===== src/rtl/mem_port_arbiter_if.sv =====
// Handshake bundle between the requesters/memory side and mem_port_arbiter.
// The arbiter connects through the slave modport; the requester/memory side uses master.
interface mem_port_arbiter_if;
  logic [3:0] req;
  logic       mem_ack;
  logic [1:0] mem_sel;
  logic       mem_req;
  logic [3:0] done;
  logic       busy;
  logic       err;

  modport master (output req, mem_ack, input mem_sel, mem_req, done, busy, err);
  modport slave  (input req, mem_ack, output mem_sel, mem_req, done, busy, err);
endinterface


===== src/rtl/mem_port_arbiter.sv =====
// Round-robin arbiter sharing one memory port among four requesters (IDLE/ACCESS/DONE).
// Optional access timeout abort is enabled by defining ARB_TIMEOUT_EN.
module mem_port_arbiter #(
  parameter int TIMEOUT = 15
) (
  input  logic              clk,
  input  logic              reset,
  mem_port_arbiter_if.slave bus
);

  if (TIMEOUT < 1 || TIMEOUT > 255) begin : g_bad_timeout
    $error("TIMEOUT out of range 1..255");
  end

  typedef enum logic [1:0] {IDLE, ACCESS, DONE} state_e;

  state_e     state_q, state_d;
  logic [1:0] ptr_q, ptr_d;
  logic [1:0] sel_q, sel_d;
  logic       mem_req_q, mem_req_d;
  logic [3:0] done_q, done_d;
  logic       busy_q, busy_d;
  logic [1:0] win, scan_idx;
  logic       win_vld;

`ifdef ARB_TIMEOUT_EN
  localparam int CW = $clog2(TIMEOUT + 1);
  logic [CW-1:0] cnt_q, cnt_d;
  logic          err_q, err_d;
`endif

  // Scan ptr+1 .. ptr+4; the last winner is therefore the lowest priority.
  always_comb begin
    win      = '0;
    win_vld  = 1'b0;
    scan_idx = '0;
    for (int k = 1; k <= 4; k++) begin
      scan_idx = ptr_q + 2'(k);
      if (!win_vld && bus.req[scan_idx]) begin
        win     = scan_idx;
        win_vld = 1'b1;
      end
    end
  end

  always_comb begin
    state_d   = state_q;
    ptr_d     = ptr_q;
    sel_d     = sel_q;
    mem_req_d = mem_req_q;
    done_d    = '0;
`ifdef ARB_TIMEOUT_EN
    cnt_d     = cnt_q;
    err_d     = 1'b0;
`endif
    case (state_q)
      IDLE: begin
        if (win_vld) begin
          sel_d     = win;
          mem_req_d = 1'b1;
          state_d   = ACCESS;
`ifdef ARB_TIMEOUT_EN
          cnt_d     = '0;
`endif
        end
      end
      ACCESS: begin
        if (bus.mem_ack) begin
          mem_req_d      = 1'b0;
          done_d[sel_q]  = 1'b1;
          ptr_d          = sel_q;
          state_d        = DONE;
        end
`ifdef ARB_TIMEOUT_EN
        // An ack on the final allowed cycle takes precedence over the abort.
        else if (cnt_q == CW'(TIMEOUT - 1)) begin
          mem_req_d = 1'b0;
          err_d     = 1'b1;
          ptr_d     = sel_q;
          state_d   = DONE;
        end else begin
          cnt_d = cnt_q + 1'b1;
        end
`endif
      end
      DONE:    state_d = IDLE;
      default: state_d = IDLE;
    endcase
    busy_d = (state_d != IDLE);
  end

  always_ff @(posedge clk) begin
    if (reset) begin
      state_q   <= IDLE;
      ptr_q     <= 2'd3;
      sel_q     <= '0;
      mem_req_q <= 1'b0;
      done_q    <= '0;
      busy_q    <= 1'b0;
`ifdef ARB_TIMEOUT_EN
      cnt_q     <= '0;
      err_q     <= 1'b0;
`endif
    end else begin
      state_q   <= state_d;
      ptr_q     <= ptr_d;
      sel_q     <= sel_d;
      mem_req_q <= mem_req_d;
      done_q    <= done_d;
      busy_q    <= busy_d;
`ifdef ARB_TIMEOUT_EN
      cnt_q     <= cnt_d;
      err_q     <= err_d;
`endif
    end
  end

  assign bus.mem_sel = sel_q;
  assign bus.mem_req = mem_req_q;
  assign bus.done    = done_q;
  assign bus.busy    = busy_q;
`ifdef ARB_TIMEOUT_EN
  assign bus.err     = err_q;
`else
  assign bus.err     = 1'b0;
`endif

endmodule


===== src/flat_wrapper.sv =====
// flat-port wrapper written by rule: the top's interface ports become plain ports
module mem_port_arbiter_flat 
#(
  parameter int TIMEOUT = 15
)
  (clk, reset, bus_req, bus_mem_ack, bus_mem_sel, bus_mem_req, bus_done, bus_busy, bus_err);
  mem_port_arbiter_if bus_i ();
  input  logic clk;
  input  logic reset;
  input wire logic [$bits(bus_i.req)-1:0] bus_req;
  input wire logic [$bits(bus_i.mem_ack)-1:0] bus_mem_ack;
  output wire logic [$bits(bus_i.mem_sel)-1:0] bus_mem_sel;
  output wire logic [$bits(bus_i.mem_req)-1:0] bus_mem_req;
  output wire logic [$bits(bus_i.done)-1:0] bus_done;
  output wire logic [$bits(bus_i.busy)-1:0] bus_busy;
  output wire logic [$bits(bus_i.err)-1:0] bus_err;
  assign bus_i.req = bus_req;
  assign bus_i.mem_ack = bus_mem_ack;
  assign bus_mem_sel = bus_i.mem_sel;
  assign bus_mem_req = bus_i.mem_req;
  assign bus_done = bus_i.done;
  assign bus_busy = bus_i.busy;
  assign bus_err = bus_i.err;
  mem_port_arbiter #(.TIMEOUT(TIMEOUT)) u_core (.clk(clk), .reset(reset), .bus(bus_i));
endmodule

===== config.mk =====
export PLATFORM = sky130hd
export DESIGN_NAME = mem_port_arbiter_flat
export DESIGN_NICKNAME = d
export VERILOG_FILES = /design/src/rtl/mem_port_arbiter_if.sv /design/src/rtl/mem_port_arbiter.sv /design/src/flat_wrapper.sv
export SDC_FILE = /design/constraint.sdc
export NUM_CORES = 1
export LEC_CHECK = 0
export BUFFER_PORTS_ARGS = -buffer_cell sky130_fd_sc_hd__buf_2
export CORE_AREA = 4 4 41 43
export DETAILED_ROUTE_END_ITERATION = 10
export DIE_AREA = 0 0 45 47
export HOLD_SLACK_MARGIN = 0.02
export PLACE_DENSITY_LB_ADDON = 0.25
export RECOVER_POWER = 25
export SLEW_MARGIN = 20
export SYNTH_ARGS = -nofsm -noshare
export SYNTH_HDL_FRONTEND = slang
export SYNTH_SLANG_ARGS = --single-unit

===== constraint.sdc =====
create_clock -name clk -period 1.8 [get_ports clk]
set_input_delay 0.36 -clock clk [delete_from_list [all_inputs] [get_ports clk]]
set_output_delay 0.36 -clock clk [all_outputs]
set_load 0.01 [all_outputs]

* Yosys cells after proc, flatten, opt, wreduce, memory -nomap -nowiden
Cells that the tools add are included.
** Operators by class
- $add $sub $neg :: 3
- $lt $le $gt $ge :: 6
- Eq/ne operators :: 3
- Multiplexer cells :: 24
- Bitwise gates (word level) :: 2
- Reductions and logical operators :: 14
** Operators by type and width (number)
- $lt A2 B3 Y1 const B :: 5
- $mux W2 :: 6
- $mux W1 :: 11
- $bmux W1 S2 :: 4
- $add A2 B2 Y2 const B :: 2
- $logic_and A1 B1 Y1 :: 4
- $pmux W2 S2 :: 1
- $reduce_and A2 Y1 :: 2
- $reduce_bool A2 Y1 :: 2
- $logic_not A1 Y1 :: 3
- $reduce_and A3 Y1 :: 1
- $reduce_or A3 Y1 :: 1
- $add A2 B1 Y2 const B :: 1
- $demux W1 S2 :: 1
- $eq A2 B1 Y1 const B :: 1
- $ge A2 B1 Y1 const B :: 1
- $logic_not A2 Y1 :: 1
- $ne A2 B1 Y1 const B :: 1
- $ne A2 B2 Y1 const B :: 1
- $not A1 Y1 :: 2
- $pmux W1 S2 :: 1
** Storage, ports and cells
- Register bits after elaboration :: 12

* Longest topological paths before layout
Gate-level depths: netlist of the first run.
- Depth in word-level cells :: 16
- Mapped depth :: 5
- Gate-level depth less buffers :: 5

* Worst setup path before layout of the first run
OpenSTA, ideal clock, no wires.
- Path type :: input-to-reg
- Start :: input bus_req[1]
- End :: register u_core.mem_req_q (netlist: u_core.bus.mem_req)
- Library setup time :: 117 ps
- Arrival time :: 951 ps
- Data required time :: 1683 ps
- Setup slack :: 732 ps
- Stages on the path :: 4
- Cells stage by stage :: nor4_4 -> nor3_2 -> a211oi_2 -> nor2_1
** On the way
- Cells in the longest elaborated chain, start to end :: 14
** RTL lines
- start: declaration :: RTL line flat_wrapper.sv:10 : input wire logic [$bits(bus_i.req)-1:0] bus_req;
- $bmux W1 S2 :: RTL line mem_port_arbiter.sv:39 : if (!win_vld && bus.req[scan_idx]) begin
- $mux W1 (not written as such) :: RTL line mem_port_arbiter.sv:39
- $mux W1 :: RTL line mem_port_arbiter.sv:39
- $logic_not A1 Y1 :: RTL line mem_port_arbiter.sv:39
- $logic_and A1 B1 Y1 :: RTL line mem_port_arbiter.sv:39
- $mux W1 :: RTL line mem_port_arbiter.sv:39
- $logic_not A1 Y1 :: RTL line mem_port_arbiter.sv:39
- $logic_and A1 B1 Y1 :: RTL line mem_port_arbiter.sv:39
- $mux W1 :: RTL line mem_port_arbiter.sv:39
- $logic_not A1 Y1 :: RTL line mem_port_arbiter.sv:39
- $logic_and A1 B1 Y1 :: RTL line mem_port_arbiter.sv:39
- $mux W1 (*) :: RTL line mem_port_arbiter.sv:39
- $ne A2 B1 Y1 (no line) (*)
- $reduce_and A3 Y1 (no line) (*)
- end signal: assignment :: RTL line mem_port_arbiter.sv:108 : mem_req_q <= mem_req_d;
- end: declaration :: RTL line mem_port_arbiter.sv:20 : logic mem_req_q, mem_req_d;
Mark *: on every way between the ends. The rest lies on a longest branch, timed or not. The select of a mux whose other input is x is not followed.
A chain may end at the register's enable or synchronous reset.

* Worst setup path in the final report of the first run
- Start :: register u_core.sel_q[0] (netlist: u_core.bus.mem_sel[0])
- End :: output bus_mem_sel[0]
** RTL lines
- start: declaration :: RTL line mem_port_arbiter.sv:19 : logic [1:0] sel_q, sel_d;
- start signal: assignment :: RTL line mem_port_arbiter.sv:107 : sel_q <= sel_d;
- end: declaration :: RTL line flat_wrapper.sv:12 : output wire logic [$bits(bus_i.mem_sel)-1:0] bus_mem_sel;
No word-level cell between the ends.

==> flow_summary.yaml, run 1 <==
cts:
  root_buffer: "clkbuf_4"
  insertion_delay_ns: 0.27
  cts_tree: "done"
  post_cts_resized: 0
  clk_pin_slew_ns: 0.08
  cts_hold_buf: 0
  cts.path.max_buffers: 2
  cts.sinks: 12
  htreeDepth: 1
  numCtsBuffers: 3
  post-cts-setup-buffers: 0
logic_synthesis:
  yosys.area.top_type: "dfxtp_1"
  netlist_instances: 53
  synth_top_area_share_pct: 48.5
  yosysUniqueCellTypes: 24
  ys.flop_type: "dfxtp_1"
  ys_ff_latch: 12
  synth_enable_flop_cells: 0
  synth_commonest_cells: "dfxtp_1, nor2_1, inv_1"
  ys_seq_area_share_pct: 48.5
  yosysMostFrequentCell: "dfxtp_1"
  synthArstFlopShare_pct: 0
  syn_area_um2: 495
  synth.net_count: 60
  syn_area_per_cell_um2: 9.35
  yosysWarnings: 0
  ys_top_cells_by_area: "dfxtp_1, nor2_1, nor4_4"
worst_setup_path:
  critPathArrivalTime_ns: 0.90
  max_stage_delay_ns: 0.45
  r2r_cells: 4
  reg2reg_to: "u_core.ptr_q[0]"
  crit_family: "flip-flops"
  start_kind: "flip-flop"
  crit_buf_inv: 1
  worstSetupStartpoint: "u_core.bus.mem_sel[0]"
  cpMaxStageDelayCell: "dfxtp_1"
  reg2reg_slack_ns: 0.64
  criticalPathCategory: "flip-flop to primary output"
  cp_num_cells: 1
  cp_cell_sequence: "buf_2"
  path_max_fanout: 7
  r2r_start: "u_core.state_q[0]"
  cp-end-kind: "primary output"
  crit_path_end: "bus_mem_sel[0]"
  required_ns: 1.44
detailed_routing:
  drtAntennaViolNets: 0
  drcViolationCount: 0
  wirelength_um: 928
  firstDrtPassIters: 2
  routed-via-count: 405
  viasPerCell: 4.76
  first_iter_violations: 1
  wire_per_inst_um: 10.9
timing:
  fin_setup_tns_ns: 0
  final_hold_viol_count: 0
  finalMaxSlewViolations: 0
  finalCritPeriodShare_pct: 70.1
  clock_skew_ns: 0.00827
  min_period_ns: 1.26
  grt_setup_unrepaired: "false"
  finalSetupViolCount: 0
  fmax_ghz: 0.792
placement:
  dpl_cell_area_um2: 577
  io_buffers: 14
  gp_congestion: 0.832
  dp_cells: 81
  hpwl_um: 717
floorplan:
  die_area_um2: 2120
  rows: 13
  dieHeight_um: 47
  start_util_pct: 38.1
  core_um2: 1300
  io_pins: 16
  die_w_um: 45
cells_and_area:
  fill_cells: 141
  nets: 78
  fin_util_pct: 47.1
  final_cell_count_no_fill: 85
  antenna_cells: 0
  final_area_um2: 613
  drive_gt1_share_pct: 31.4
  area_growth_pct: 23.7
run:
  max-cap-violations: 0
global_routing:
  grt_pass1_vias: 354
  grt_max_degree: 8
  grt_pass1_wl_um: 1520
  antenna_found_initial: 0
  grt-ovfl-total: 0
  grt_util_all_layers_pct: 10.6
power_and_ir_drop:
  vdd_drop_max_uv: 399
  power_leakage_nw: 0.278
  power.density_nw_per_um2: 967
status:
  status: "finished, final reports clean"
min_path:
  worst_hold_path_type: "input port to flip-flop"
final cells by class:
class	instances	area [µm²]	area share (%)
tap	15	18.8	3.06
timing repair buffer	14	70.1	11.4
inverter	4	15.0	2.45
clock buffer	4	36.3	5.92
multi-input combinational	36	233	38.0
sequential	12	240	39.2
how the worst min path moves through the flow:
stage,startpoint,endpoint,cells past startpoint
floorplan,reset,u_core.bus.mem_req,1
global placement,u_core.bus.mem_sel[1],u_core.bus.done[1],1
detailed placement,u_core.bus.mem_sel[1],u_core.bus.done[1],1
CTS,reset,u_core.bus.mem_sel[0],2
global route,reset,u_core.bus.mem_sel[0],2
finish,reset,u_core.bus.mem_sel[0],2
cell usage in the layout (no fill, tap or decap):
cell / instances
nor3_2: 1
a211oi_2: 1
o21ai_0: 2
clkbuf_8: 1
nand3_1: 2
a211oi_1: 1
nor2_1: 6
o22ai_1: 1
nor2b_1: 2
nor3b_1: 2
and3_1: 1
nand2b_1: 2
clkbuf_4: 3
nor4_4: 1
and2_0: 1
a211o_1: 2
dfxtp_1: 12
nor3_1: 3
o211ai_1: 2
nand2_1: 2
inv_1: 4
nor2_2: 1
conb_1: 1
a21boi_0: 2
buf_2: 14
worst register-to-register path, cell delays in order, from the launching register on:
cell     delay, ns
dfxtp_1       0.44
nand2_1       0.12
nor2_2        0.16
nor2b_1       0.07
a211o_1       0.26
where the power goes:
| part | switching (mW) | leakage [nW] | internal (mW) | total [mW] |
|---|---|---|---|---|
| registers | 0.0187 | 0.0988 | 0.282 | 0.301 |
| logic | 0.0410 | 0.158 | 0.0362 | 0.0772 |
| clock network | 0.0921 | 0.0210 | 0.123 | 0.215 |
registers in the layout, indices dropped and copies added (netlist names):
name,count
u_core.bus.mem_req,1
u_core.state_q,2
u_core.bus.done,4
u_core.bus.busy,1
u_core.bus.mem_sel,2
u_core.ptr_q,2
routing by layer:
metal  GRT usage (%)  routed length (µm)  up-vias
met5               0                   0        -
met3            3.45                  77        2
li1                -                   -      219
met1            12.9                 439      172
met2            15.3                 395       12
met4            8.77                  16        0
per-stage QoR:
stage          setup WS [ns]  power (mW)  hold slack [ns]
6_report               0.538       0.593            0.343
3_3_place_gp           0.567       0.386            0.493
5_1_grt                0.479       0.619            0.361
4_1_cts                0.531       0.594            0.341
2_1_floorplan          0.732       0.353            0.432
3_5_place_dp           0.526       0.386            0.501
logic make-up after synthesis:
kind of cell | Yosys count | share of synthesized area, %
buffers and inverters | 5 | 4.55
flip-flops | 12 | 48.5
other | 1 | 0.757
AO/OA/AOI/OAI | 11 | 16.9
AND/OR/NAND/NOR | 24 | 29.3
Note: power is estimated with default switching activity, not from simulation.
==> run 2, diff against run 1 <==
==> constraint.sdc (replaced) <==
create_clock -name clk -period 1.25 [get_ports clk]
set_input_delay 0.25 -clock clk [delete_from_list [all_inputs] [get_ports clk]]
set_output_delay 0.25 -clock clk [all_outputs]
set_load 0.01 [all_outputs]
==> flow_summary.yaml, run 2 (synthesized netlist as in run 1, its figures left out) <==
timing:
  clock_skew_ns: 0.000521
  whs_ns: 0.244
  fmax_ghz: 0.886
  min_period_ns: 1.13
  fin_ws_ns: 0.122
  finalSetupViolCount: 0
  finalCritPeriodShare_pct: 90.3
  grt_setup_unrepaired: "false"
  finalMaxSlewViolations: 0
  fin_setup_tns_ns: 0
  final_hold_viol_count: 0
worst_setup_path:
  path_max_fanout: 6
  critPathArrivalTime_ns: 1.28
  start_kind: "flip-flop"
  criticalPathCategory: "flip-flop to flip-flop"
  cp-end-kind: "flip-flop"
  required_ns: 1.41
cells_and_area:
  nets: 78
  drive_gt1_share_pct: 26.1
  largest_register_ffs: 4
  area_growth_pct: 20.2
  antenna_cells: 0
  layout_common_cells: "dfxtp_1, buf_2, nor2_1"
  regArea_um2: 240
  fill_cells: 134
  multi_input_comb_area_um2: 233
  layout.cells.most_common: "dfxtp_1"
detailed_routing:
  wire_per_inst_um: 11.0
  wirelength_um: 927
  first_iter_violations: 1
  viasPerCell: 5.00
  routed-via-count: 420
  drcViolationCount: 0
  drtAntennaViolNets: 0
  firstDrtPassIters: 2
placement:
  hpwl_um: 714
  gp_congestion: 0.789
  dp_slack_ns: 0.0613
  io_buffers: 14
power_and_ir_drop:
  power.density_nw_per_um2: 1300
  vdd_drop_max_uv: 415
  power_leakage_nw: 0.260
cts:
  post-cts-setup-buffers: 0
  root_buffer: "clkbuf_4"
  numCtsBuffers: 3
  htreeDepth: 1
  cts_hold_buf: 0
  post_cts_resized: 0
  cts_tree: "done"
  insertion_delay_ns: 0.26
  cts.path.max_buffers: 2
  clk_pin_slew_ns: 0.07
  cts.sinks: 12
global_routing:
  antenna_found_initial: 0
  grt_util_all_layers_pct: 10.6
  grt-ovfl-total: 0
  grt_pass1_wl_um: 1530
  grt_pass1_vias: 367
  grt_max_degree: 8
floorplan:
  rows: 13
  die_area_um2: 2120
  die_w_um: 45
  dieHeight_um: 47
  start_util_pct: 38.1
  io_pins: 16
  core_um2: 1300
min_path:
  worst_hold_path_type: "input port to flip-flop"
status:
  status: "finished, final reports clean"
run:
  max-cap-violations: 0
run 2: changes by cell type in the layout (fill, tap and decap cells not counted), sizes merged:
cell	delta
buf	-3
clkbuf	+2
run 2: path summary, 6_finish.rpt:
kind / start / end / slack (ns) / depth (start not counted)
min reg2reg: u_core.bus.mem_sel[1] / u_core.bus.done[1] / 0.51 / 1
min: reset / u_core.bus.mem_sel[0] / 0.24 / 2
max reg2reg: u_core.state_q[0] / u_core.ptr_q[0] / 0.12 / 4
max: u_core.state_q[0] / u_core.ptr_q[0] / 0.12 / 4
run 2: worst max-delay path: stages, from the launching register on:
cell,delay (ns)
dfxtp_1,0.42
nand2_1,0.11
nor2_2,0.16
nor2b_1,0.07
a211o_1,0.27
run 2: cell type report:
class,count,share of cell area (%)
flip-flops and latches,12,40.3
clock buffers,3,3.78
repair buffers,14,11.1
inverters,4,2.52
well taps,15,3.15
multi-input cells,36,39.1
run 2: power by group:
| group | internal, mW | switching [mW] | total (mW) |
|---|---|---|---|
| clock network | 0.111 | 0.117 | 0.228 |
| registers | 0.407 | 0.0264 | 0.433 |
| logic | 0.0513 | 0.0592 | 0.110 |
| total | 0.569 | 0.202 | 0.771 |
run 2: stage by stage:
step                cells  utilization (%)  power, mW  instance area, µm²
floorplan              53                -      0.508                 495
global placement       81             44.3      0.554                 577
detailed placement     81             44.3      0.555                 577
CTS                    84             46.1      0.781                 599
global route           84             45.8      0.811                 596
finish                 84             45.8      0.771                 596
run 2: layer usage:
metal  GRT usage (%)  routed length, µm
met1            12.6                425
met2            15.5                391
met3            4.60                 93
met4            7.02                 17
met5               0                  0
==> run 3, diff against run 2 <==
--- a/config.mk
+++ b/config.mk
@@ -16,3 +16,4 @@
 export SYNTH_ARGS = -nofsm -noshare
 export SYNTH_HDL_FRONTEND = slang
 export SYNTH_SLANG_ARGS = --single-unit
+export TNS_END_PERCENT = 50
==> constraint.sdc (replaced) <==
create_clock -name clk -period 1 [get_ports clk]
set_input_delay 0.2 -clock clk [delete_from_list [all_inputs] [get_ports clk]]
set_output_delay 0.2 -clock clk [all_outputs]
set_load 0.01 [all_outputs]
==> flow_summary.yaml, run 3 (synthesized netlist as in run 1, its figures left out) <==
cts:
  root_buffer: "clkbuf_4"
  insertion_delay_ns: 0.26
  cts.path.max_buffers: 2
  cts_tree: "done"
  cts.sinks: 12
  htreeDepth: 1
  clk_pin_slew_ns: 0.07
  numCtsBuffers: 3
worst_setup_path:
  crit_buf_inv: 0
  critPathArrivalTime_ns: 1.13
  required_ns: 1.15
  reg2reg_to: "u_core.ptr_q[0]"
  r2r_cells: 4
  max_stage_delay_ns: 0.40
  criticalPathCategory: "flip-flop to flip-flop"
  path_max_fanout: 4
  crit_family: "flip-flops"
  cpMaxStageDelayCell: "dfxtp_4"
  start_kind: "flip-flop"
  reg2reg_slack_ns: 0.02
  cp-end-kind: "flip-flop"
  r2r_start: "u_core.state_q[0]"
  cp_cell_sequence: "nand2_4 -> nor2_4 -> nor2b_1 -> a211o_1"
run:
  max-cap-violations: 0
global_routing:
  grt_pass1_vias: 457
  grt_pass1_wl_um: 1810
  antenna_found_initial: 0
  grt_max_degree: 8
  grt_util_all_layers_pct: 12.3
  grt-ovfl-total: 0
placement:
  dp_cells: 90
  hpwl_um: 806
  dpl_cell_area_um2: 646
  io_buffers: 14
  gp_congestion: 0.791
cells_and_area:
  antenna_cells: 0
  nets: 88
  final_area_um2: 726
  area_growth_pct: 46.5
  drive_gt1_share_pct: 51.9
  layout_common_cells: "buf_2, buf_4, nor2_1, dfxtp_1"
  final_cell_count_no_fill: 94
  largest_register_ffs: 4
  layout.cells.most_common: "buf_2"
  fill_cells: 129
min_path:
  hp-start: "reset"
  min_to: "u_core.bus.mem_req"
  worst_hold_path_type: "input port to flip-flop"
  hold_depth: 3
status:
  status: "finished, final reports clean"
power_and_ir_drop:
  power_leakage_nw: 0.333
  power_mw: 1.02
  power.density_nw_per_um2: 1400
  vdd_drop_max_uv: 448
floorplan:
  start_util_pct: 38.1
  core_um2: 1300
  die_w_um: 45
  dieHeight_um: 47
  die_area_um2: 2120
  rows: 13
  io_pins: 16
detailed_routing:
  viasPerCell: 4.96
  first_iter_violations: 16
  drtAntennaViolNets: 0
  firstDrtPassIters: 4
  drcViolationCount: 0
  wire_per_inst_um: 11.6
  routed-via-count: 466
  wirelength_um: 1090
timing:
  finalCritPeriodShare_pct: 98.4
  clock_skew_ns: 0.00786
  finalMaxSlewViolations: 0
  min_period_ns: 0.984
  final_hold_viol_count: 0
  fmax_ghz: 1.02
  finalSetupViolCount: 0
  grt_setup_unrepaired: "true"
[run 3: routing by layer]
metal / vias to the layer above / GRT usage, % / routed length (µm)
met5: - / 0 / 0
met4: 0 / 7.02 / 8
met3: 2 / 4.60 / 82
met2: 15 / 20.3 / 513
met1: 210 / 13.6 / 483
li1: 239 / - / -
[run 3: worst min-delay path: cells and delay by family]
family                 cells  cell delay (ns)
buffers and inverters      2             0.23
and+or+nand+nor            1             0.04
[run 3: worst max-delay path by stage]
stage                            startpoint                  to  cells past startpoint
after floorplan           u_core.state_q[0]     u_core.ptr_q[0]                      4
after global placement           bus_req[1]  u_core.bus.mem_req                      5
after detailed placement         bus_req[1]  u_core.bus.mem_req                      5
after CTS                 u_core.state_q[0]     u_core.ptr_q[0]                      4
after global routing      u_core.state_q[1]  u_core.bus.done[0]                      4
final                     u_core.state_q[0]     u_core.ptr_q[0]                      4
[run 3: report_power, final]
group	leakage [nW]	switching (mW)	internal (mW)
combinational	0.219	0.0863	0.102
sequential	0.101	0.0403	0.511
clock	0.0138	0.140	0.139
[run 3: final cells by class]
type                       instances  area (µm²)  share of cell area [%]
clock buffer                       3        22.5                    3.10
inverter                           4        15.0                    2.07
multi-input combinational         36         259                    35.7
sequential                        12         259                    35.7
tap                               15        18.8                    2.59
timing repair buffer              24         151                    20.9
[run 3: metrics by stage]
stage / util [%] / hold WS, ns / setup TNS, ns / setup slack (ns)
after floorplan: - / 0.272 / 0 / 0.0316
after global placement: 49.6 / 0.494 / -0.188 / -0.0660
after detailed placement: 49.6 / 0.495 / -0.382 / -0.123
after CTS: 52.8 / 0.233 / -0.0231 / -0.00881
after global routing: 55.8 / 0.260 / -0.0886 / -0.0305
final: 55.8 / 0.241 / 0 / 0.0163
[run 3: timing repair]
action,4_1_cts,5_1_grt
hold buffers,0,0
pin swaps,1,7
buffers inserted,1,0
gates cloned,0,0
endpoints found under the hold margin,0,0
resized for setup,6,12
endpoints found under the setup margin,7,11
